**src/rtl/ir_cam_sequencer.sv**
```systemverilog
// IR camera command sequencer: writes the init table, then polls the report
// over the byte-level I2C master and publishes blob 0 once per report.
module ir_cam_sequencer #(
   parameter logic [6:0]  I2C_ADDR       = 7'h58,
   parameter int unsigned POWERUP_CYCLES = 1000,
   parameter int unsigned GAP_CYCLES     = 64,
   parameter int unsigned POLL_CYCLES    = 10000,
   parameter int unsigned READ_BYTES     = 16,
   parameter int unsigned TIMEOUT_CYCLES = 4096
) (
   input  logic       clk,
   input  logic       reset,
   output logic [6:0] i2c_addr,
   output logic       i2c_rw,
   output logic [4:0] i2c_packets,
   output logic       i2c_start,
   output logic [7:0] i2c_data,
   input  logic       i2c_ready,
   input  logic       i2c_data_req,
   input  logic       i2c_data_ready,
   input  logic [7:0] i2c_data_out,
   output logic [9:0] blob_x,
   output logic [9:0] blob_y,
   output logic [3:0] blob_size,
   output logic       blob_valid,
   output logic       frame_valid,
   output logic       init_done,
   output logic       timeout_err
);

   localparam int unsigned MAX_A   = (POWERUP_CYCLES > GAP_CYCLES) ? POWERUP_CYCLES : GAP_CYCLES;
   localparam int unsigned MAX_B   = (POLL_CYCLES > TIMEOUT_CYCLES) ? POLL_CYCLES : TIMEOUT_CYCLES;
   localparam int unsigned MAX_T   = (MAX_A > MAX_B) ? MAX_A : MAX_B;
   localparam int unsigned TMR_W   = $clog2(MAX_T + 1);
   localparam int unsigned ENTRIES = 6;

   typedef enum logic [3:0] {
      PWRUP, INIT_GO, INIT_WAIT, GAP, PTR_GO, PTR_WAIT, RD_GO, RD_WAIT, PUBLISH, POLL
   } state_t;

   state_t           state, state_n;
   logic [TMR_W-1:0] timer, timer_n;
   logic [2:0]       entry, entry_n;
   logic             idx, idx_n;
   logic             seen_low, seen_low_n;
   logic             dr_q;
   logic [4:0]       byte_cnt, byte_cnt_n;
   logic [7:0]       xl, xl_n, yl, yl_n, s, s_n;
   logic             rw_n, start_n, blob_valid_n, frame_valid_n, init_done_n, timeout_err_n;
   logic [4:0]       packets_n;
   logic [7:0]       data_n;
   logic [9:0]       blob_x_n, blob_y_n;
   logic [3:0]       blob_size_n;
   logic             rise_c;
   logic [7:0]       wr_byte_c;

   // Camera init table: two bytes (register, value) per entry
   function automatic logic [7:0] init_byte(input logic [2:0] e, input logic i);
      case ({e, i})
         4'b0000: init_byte = 8'h30;
         4'b0001: init_byte = 8'h01;
         4'b0010: init_byte = 8'h30;
         4'b0011: init_byte = 8'h08;
         4'b0100: init_byte = 8'h06;
         4'b0101: init_byte = 8'h90;
         4'b0110: init_byte = 8'h08;
         4'b0111: init_byte = 8'hC0;
         4'b1000: init_byte = 8'h1A;
         4'b1001: init_byte = 8'h40;
         4'b1010: init_byte = 8'h33;
         4'b1011: init_byte = 8'h33;
         default: init_byte = 8'h00;
      endcase
   endfunction

   assign i2c_addr  = I2C_ADDR;
   assign rise_c    = i2c_data_ready & ~dr_q;
   assign wr_byte_c = init_done ? 8'h36 : init_byte(entry, idx);

   always_ff @(posedge clk) begin
      if (reset) begin
         state       <= PWRUP;
         timer       <= TMR_W'(POWERUP_CYCLES);
         entry       <= '0;
         idx         <= 1'b0;
         seen_low    <= 1'b0;
         dr_q        <= 1'b0;
         byte_cnt    <= '0;
         xl          <= '0;
         yl          <= '0;
         s           <= '0;
         i2c_rw      <= 1'b0;
         i2c_packets <= '0;
         i2c_start   <= 1'b0;
         i2c_data    <= '0;
         blob_x      <= '0;
         blob_y      <= '0;
         blob_size   <= '0;
         blob_valid  <= 1'b0;
         frame_valid <= 1'b0;
         init_done   <= 1'b0;
         timeout_err <= 1'b0;
      end else begin
         state       <= state_n;
         timer       <= timer_n;
         entry       <= entry_n;
         idx         <= idx_n;
         seen_low    <= seen_low_n;
         dr_q        <= i2c_data_ready;
         byte_cnt    <= byte_cnt_n;
         xl          <= xl_n;
         yl          <= yl_n;
         s           <= s_n;
         i2c_rw      <= rw_n;
         i2c_packets <= packets_n;
         i2c_start   <= start_n;
         i2c_data    <= data_n;
         blob_x      <= blob_x_n;
         blob_y      <= blob_y_n;
         blob_size   <= blob_size_n;
         blob_valid  <= blob_valid_n;
         frame_valid <= frame_valid_n;
         init_done   <= init_done_n;
         timeout_err <= timeout_err_n;
      end
   end

   always_comb begin
      state_n       = state;
      timer_n       = timer;
      entry_n       = entry;
      idx_n         = idx;
      seen_low_n    = seen_low;
      byte_cnt_n    = byte_cnt;
      xl_n          = xl;
      yl_n          = yl;
      s_n           = s;
      rw_n          = i2c_rw;
      packets_n     = i2c_packets;
      start_n       = 1'b0;
      data_n        = i2c_data;
      blob_x_n      = blob_x;
      blob_y_n      = blob_y;
      blob_size_n   = blob_size;
      blob_valid_n  = blob_valid;
      frame_valid_n = 1'b0;
      init_done_n   = init_done;
      timeout_err_n = timeout_err;

      // Write-byte feed; idx saturates so a late request repeats the last byte
      if (i2c_data_req) begin
         data_n = wr_byte_c;
         if (!init_done) idx_n = 1'b1;
      end

      case (state)
         PWRUP: begin
            if (timer <= TMR_W'(1)) begin
               state_n = INIT_GO;
               entry_n = '0;
            end else begin
               timer_n = timer - TMR_W'(1);
            end
         end
         INIT_GO, PTR_GO, RD_GO: begin
            if (i2c_ready) begin
               start_n    = 1'b1;
               rw_n       = (state == RD_GO);
               packets_n  = (state == RD_GO) ? 5'(READ_BYTES) : (state == INIT_GO) ? 5'd2 : 5'd1;
               idx_n      = 1'b0;
               seen_low_n = 1'b0;
               timer_n    = '0;
               byte_cnt_n = '0;
               state_n    = (state == INIT_GO) ? INIT_WAIT : (state == PTR_GO) ? PTR_WAIT : RD_WAIT;
            end
         end
         INIT_WAIT, PTR_WAIT, RD_WAIT: begin
            timer_n = timer + TMR_W'(1);
            if (!i2c_ready) seen_low_n = 1'b1;
            if (state == RD_WAIT && rise_c) begin
               if (byte_cnt < 5'(READ_BYTES)) byte_cnt_n = byte_cnt + 5'd1;
               case (byte_cnt)
                  5'd1:    xl_n = i2c_data_out;
                  5'd2:    yl_n = i2c_data_out;
                  5'd3:    s_n  = i2c_data_out;
                  default: ;
               endcase
            end
            // Completion needs ready to have dropped first; otherwise watch the clock
            if (seen_low && i2c_ready) begin
               if (state == RD_WAIT) begin
                  state_n = PUBLISH;
               end else begin
                  state_n = GAP;
                  timer_n = TMR_W'(GAP_CYCLES);
                  if (state == INIT_WAIT) entry_n = entry + 3'd1;
               end
            end else if (timer == TMR_W'(TIMEOUT_CYCLES - 1)) begin
               timeout_err_n = 1'b1;
               init_done_n   = 1'b0;
               state_n       = PWRUP;
               timer_n       = TMR_W'(POWERUP_CYCLES);
            end
         end
         GAP: begin
            if (timer <= TMR_W'(1)) begin
               if (init_done) begin
                  state_n = RD_GO;
               end else if (entry < 3'(ENTRIES)) begin
                  state_n = INIT_GO;
               end else begin
                  init_done_n = 1'b1;
                  state_n     = PTR_GO;
               end
            end else begin
               timer_n = timer - TMR_W'(1);
            end
         end
         PUBLISH: begin
            if (byte_cnt >= 5'd4) begin
               blob_x_n      = {s[5:4], xl};
               blob_y_n      = {s[7:6], yl};
               blob_size_n   = s[3:0];
               blob_valid_n  = ({s[7:6], yl} != 10'h3FF);
               frame_valid_n = 1'b1;
            end
            state_n = POLL;
            timer_n = TMR_W'(POLL_CYCLES);
         end
         POLL: begin
            if (timer <= TMR_W'(1)) state_n = PTR_GO;
            else                    timer_n = timer - TMR_W'(1);
         end
         default: state_n = PWRUP;
      endcase
   end

endmodule

```
**config.mk**
```make
export PLATFORM = sky130hd
export DESIGN_NAME = ir_cam_sequencer
export DESIGN_NICKNAME = d
export VERILOG_FILES = /design/src/rtl/ir_cam_sequencer.sv
export SDC_FILE = /design/constraint.sdc
export NUM_CORES = 1
export LEC_CHECK = 0
export BUFFER_PORTS_ARGS = -buffer_cell sky130_fd_sc_hd__buf_4
export CAP_MARGIN = 30
export CORE_MARGIN = 2
export CORE_UTILIZATION = 60
export CTS_BUF_LIST = sky130_fd_sc_hd__clkbuf_4
export DETAILED_ROUTE_END_ITERATION = 12
export PLACE_DENSITY = 0.89
export SYNTH_ARGS = -nofsm -noshare
export SYNTH_HDL_FRONTEND = slang
export SYNTH_SLANG_ARGS = --single-unit
```
**constraint.sdc**
```tcl
create_clock -name clk -period 5.5 [get_ports clk]
set_input_delay 0.275 -clock clk [delete_from_list [all_inputs] [get_ports clk]]
set_output_delay 0.275 -clock clk [all_outputs]
set_load 0.05 [all_outputs]
```
==> metrics.txt <==
# TYPE chip_impl_metric gauge
chip_impl_metric{name="power_per_cell_area",unit="nW/um^2"} 317
chip_impl_metric{name="grt_util_all_layers",unit="%"} 26.8
chip_impl_metric{name="cp.arrival",unit="ns"} 3.21
chip_impl_metric{name="num_vias",unit=""} 4472
chip_impl_metric{name="global_route_wire_length_before_repair",unit="um"} 18800
chip_impl_metric{name="r2r_slack",unit="ns"} 2.69
chip_impl_metric{name="start_util",unit="%"} 61.6
chip_impl_metric{name="stdcell_area",unit="um^2"} 5150
chip_impl_metric{name="cts_post_setup_buffers_inserted",unit=""} 0
chip_impl_metric{name="grt_max_degree",unit=""} 80
chip_impl_info{name="timing.critical_path.to_type",value="register"} 1
chip_impl_metric{name="clock-skew-final",unit="ns"} 0.0205
chip_impl_metric{name="postCtsHoldBufs",unit=""} 0
chip_impl_metric{name="grt_remaining_overflow",unit=""} 0
chip_impl_info{name="worstHoldPathType",value="in -> reg"} 1
chip_impl_metric{name="worst_slew_margin_rel",unit="%"} 43.7
chip_impl_metric{name="hpwlAfterDp",unit="um"} 7810
chip_impl_metric{name="worst-path-max-fanout",unit=""} 10
chip_impl_info{name="tritoncts",value="yes"} 1
chip_impl_metric{name="timing.setup.tns",unit="ns"} 0
chip_impl_metric{name="final-hold-violation-count",unit=""} 0
chip_impl_metric{name="max_freq",unit="MHz"} 356
chip_impl_metric{name="syn-mean-instance-area",unit="um^2"} 7.63
chip_impl_metric{name="ys_seq_area_share",unit="%"} 39.5
chip_impl_metric{name="leakage",unit="nW"} 1.82
chip_impl_info{name="hold_path.startpoint",value="i2c_data_ready"} 1
chip_impl_info{name="synth_ff_type",value="dfxtp_1"} 1
chip_impl_metric{name="post_route_cells_drive_above_1_share",unit="%"} 13.0
chip_impl_metric{name="vias_in_the_first_global_route",unit=""} 3940
chip_impl_metric{name="ant_nets",unit=""} 0
chip_impl_metric{name="io_pins",unit=""} 63
chip_impl_info{name="rr_startpoint",value="timer[6]$_SDFFE_PP1P_"} 1
chip_impl_metric{name="ys.warnings.count",unit=""} 0
chip_impl_metric{name="worstSkewPairLatency",unit="ns"} 0.46
chip_impl_info{name="synth_top_area_cell",value="dfxtp_1"} 1
chip_impl_metric{name="routed_via_density",unit=""} 6.04
chip_impl_metric{name="clkSinkCount",unit=""} 93
chip_impl_metric{name="drt-wirelength-per-cell",unit="um"} 15.2
chip_impl_metric{name="synth_seq_cells",unit=""} 93
chip_impl_metric{name="layout_worst_path_cycle_share",unit="%"} 51.1
chip_impl_metric{name="post_synth_instance_area",unit="um^2"} 4710
chip_impl_metric{name="rd_place_congestion",unit=""} 0.946
chip_impl_info{name="synth_area_leaders",value="dfxtp_1, a21oi_1, nand2_1, nand3_1, nor2_1"} 1
chip_impl_info{name="cts.root.buffer_cell",value="clkbuf_4"} 1
chip_impl_metric{name="port-buffer-count",unit=""} 53
chip_impl_metric{name="synthesis.instances",unit=""} 617
chip_impl_metric{name="ir_worst_vdd",unit="mV"} 0.225
chip_impl_metric{name="postRouteWirelength",unit="um"} 11300
chip_impl_metric{name="layout.filler_cells",unit=""} 640
chip_impl_metric{name="synth.distinct_cells",unit=""} 64
chip_impl_metric{name="setup_viol_count_final",unit=""} 0
chip_impl_info{name="origin_of_the_worst_setup_path",value="timer[6]$_SDFFE_PP1P_"} 1
chip_impl_metric{name="synth-async-reset-ratio",unit="%"} 0
chip_impl_metric{name="die-height",unit="um"} 92.6
chip_impl_metric{name="diodes",unit=""} 0
chip_impl_metric{name="depth_of_the_cts_h_tree",unit=""} 3
chip_impl_metric{name="actual_slew_at_the_worst_max_slew_pin",unit="ns"} 0.844
chip_impl_metric{name="multi_input_area",unit="um^2"} 2520
chip_impl_metric{name="dr.first_iter.drc_count",unit=""} 476
chip_impl_info{name="rsz0062_at_grt",value="no"} 1
chip_impl_metric{name="worstPathRequired",unit="ns"} 5.90
chip_impl_metric{name="clock_pin_slew_of_the_registers_on_the_worst_case_setup_and_hold_paths",unit="ns"} 0.16
chip_impl_metric{name="antenna_found_initial",unit=""} 0
chip_impl_info{name="worst_setup_path_start_kind",value="register"} 1
chip_impl_metric{name="cts_inserted_buffers",unit=""} 9
chip_impl_metric{name="total_iterations_of_the_first_detailed_routing_run",unit=""} 5
chip_impl_metric{name="layout-area-overhead-vs-synth",unit="%"} 9.38
chip_impl_metric{name="cts_repair_resize_count",unit=""} 0
chip_impl_info{name="setup.worst_path.class",value="reg -> reg"} 1
chip_impl_metric{name="placed_cell_areas",unit="um^2"} 4990
chip_impl_metric{name="final-seq-area",unit="um^2"} 1860
chip_impl_metric{name="count_of_flip_flops_with_a_built_in_enable_after_synthesis",unit=""} 0
chip_impl_metric{name="placement_rows",unit=""} 32
chip_impl_metric{name="die_width",unit="um"} 92.6
chip_impl_info{name="outcome",value="finished clean"} 1
chip_impl_metric{name="cap_violations",unit=""} 0
chip_impl_metric{name="remaining_design_rule_violation_count",unit=""} 0
chip_impl_metric{name="fin_crit",unit="ns"} 2.81
chip_impl_metric{name="area_share_of_the_leading_cell_type_in_the_synthesized_netlist",unit="%"} 39.5
chip_impl_metric{name="fp.dieArea",unit="um^2"} 8570
chip_impl_metric{name="num-nets-final",unit=""} 654
chip_impl_metric{name="count_of_pins_over_their_slew_limit",unit=""} 0
chip_impl_metric{name="fp.coreArea",unit="um^2"} 7650
chip_impl_metric{name="max-clock-path-buffers",unit=""} 2
## synth_stat cells (all sizes together), types with 4 or more instances
| library cell | instances |
|---|---|
| or3 | 4 |
| nor2 | 48 |
| ha | 8 |
| a31oi | 8 |
| nand2 | 105 |
| o21ai | 25 |
| o211ai | 6 |
| o22ai | 4 |
| a221oi | 4 |
| nand3 | 36 |
| clkbuf | 39 |
| nor4 | 6 |
| nand2b | 10 |
| nor3 | 16 |
| nand4 | 9 |
| a21oi | 79 |
| and2 | 5 |
| dfxtp | 93 |
| nor2b | 6 |
| buf | 20 |
| xor2 | 8 |
| a211oi | 5 |
| inv | 16 |
## report_power, final
group | switching (W) | leakage [nW] | internal (W)
logic | 0.000265 | 0.987 | 0.000167
clock network | 0.000250 | 0.0765 | 0.000144
registers | 0.0000915 | 0.753 | 0.000716
## flip-flops by register name, summed over array words and instances, names as in the netlist, 3 cells and up
| signal | cells |
|---|---|
| blob_x | 10 |
| blob_y | 10 |
| entry | 3 |
| blob_size | 4 |
| i2c_data | 8 |
| yl | 8 |
| byte_cnt | 5 |
| s | 8 |
| i2c_packets | 3 |
| state | 4 |
| timer | 14 |
| xl | 8 |
## cell type report
cell class	count	area share (%)
multi-input combinational	456	49.0
sequential	93	36.1
timing repair buffer	57	8.38
tap	102	2.48
clock inverter	7	1.53
clock buffer	9	1.31
inverter	16	1.17
## final timing paths
check	endpoint	cells past startpoint
hold reg to reg	blob_x[2]$_SDFFE_PP0P_	2
setup reg to reg	byte_cnt[3]$_SDFFE_PP0P_	6
setup / recovery	byte_cnt[3]$_SDFFE_PP0P_	6
hold / removal	dr_q$_SDFF_PP0_	2
## cells in the final DEF (no fill, tap or decap), types with 10 or more instances in the layout
master and instances:
nand2_1 105, dfxtp_1 93, a21oi_1 79, buf_4 56, nor2_1 47, nand3_1 36, o21ai_0 24, inv_1 16
nor3_1 16, nand2b_1 10
## cell families (layout without fill, tap and decap cells)
logic type	after synthesis	count (layout)	synth area share [%]
adder cells (fa/ha/maj)	8	8	2.13
other	2	9	0.159
XOR/XNOR	10	10	1.86
flip-flops	93	93	39.5
AND/OR/NAND/NOR	263	263	26.3
AO/OA/AOI/OAI	166	166	22.6
buffers and inverters	75	89	7.44
## worst max-delay path: stages, from the launching register on
cell      delay (ns)
dfxtp_1         0.43
or4_4           0.60
or3_1           0.50
o311ai_4        0.54
and2_1          0.42
nor2_2          0.11
nor2_1          0.14
## layer usage
layer | GRT usage (%) | routed length (um) | vias up
li1 | - | - | 2187
met1 | 38.0 | 5100 | 2092
met2 | 41.2 | 5180 | 174
met3 | 4.31 | 810 | 19
met4 | 10.2 | 180 | 0
met5 | 0 | 0 | -
## metrics by stage
step	power [W]	std cells	util, %	worst slack [ns]	hold slack, ns
floorplan	0.00116	624	-	3.07	0.403
global placement	0.00124	723	65.3	2.85	0.433
detailed placement	0.00125	723	65.3	2.79	0.445
CTS	0.00163	739	67.2	2.73	0.0329
global route	0.00172	740	67.4	2.50	0.0630
finish	0.00163	740	67.4	2.69	0.0544
Note: power is estimated with default switching activity, not from simulation.
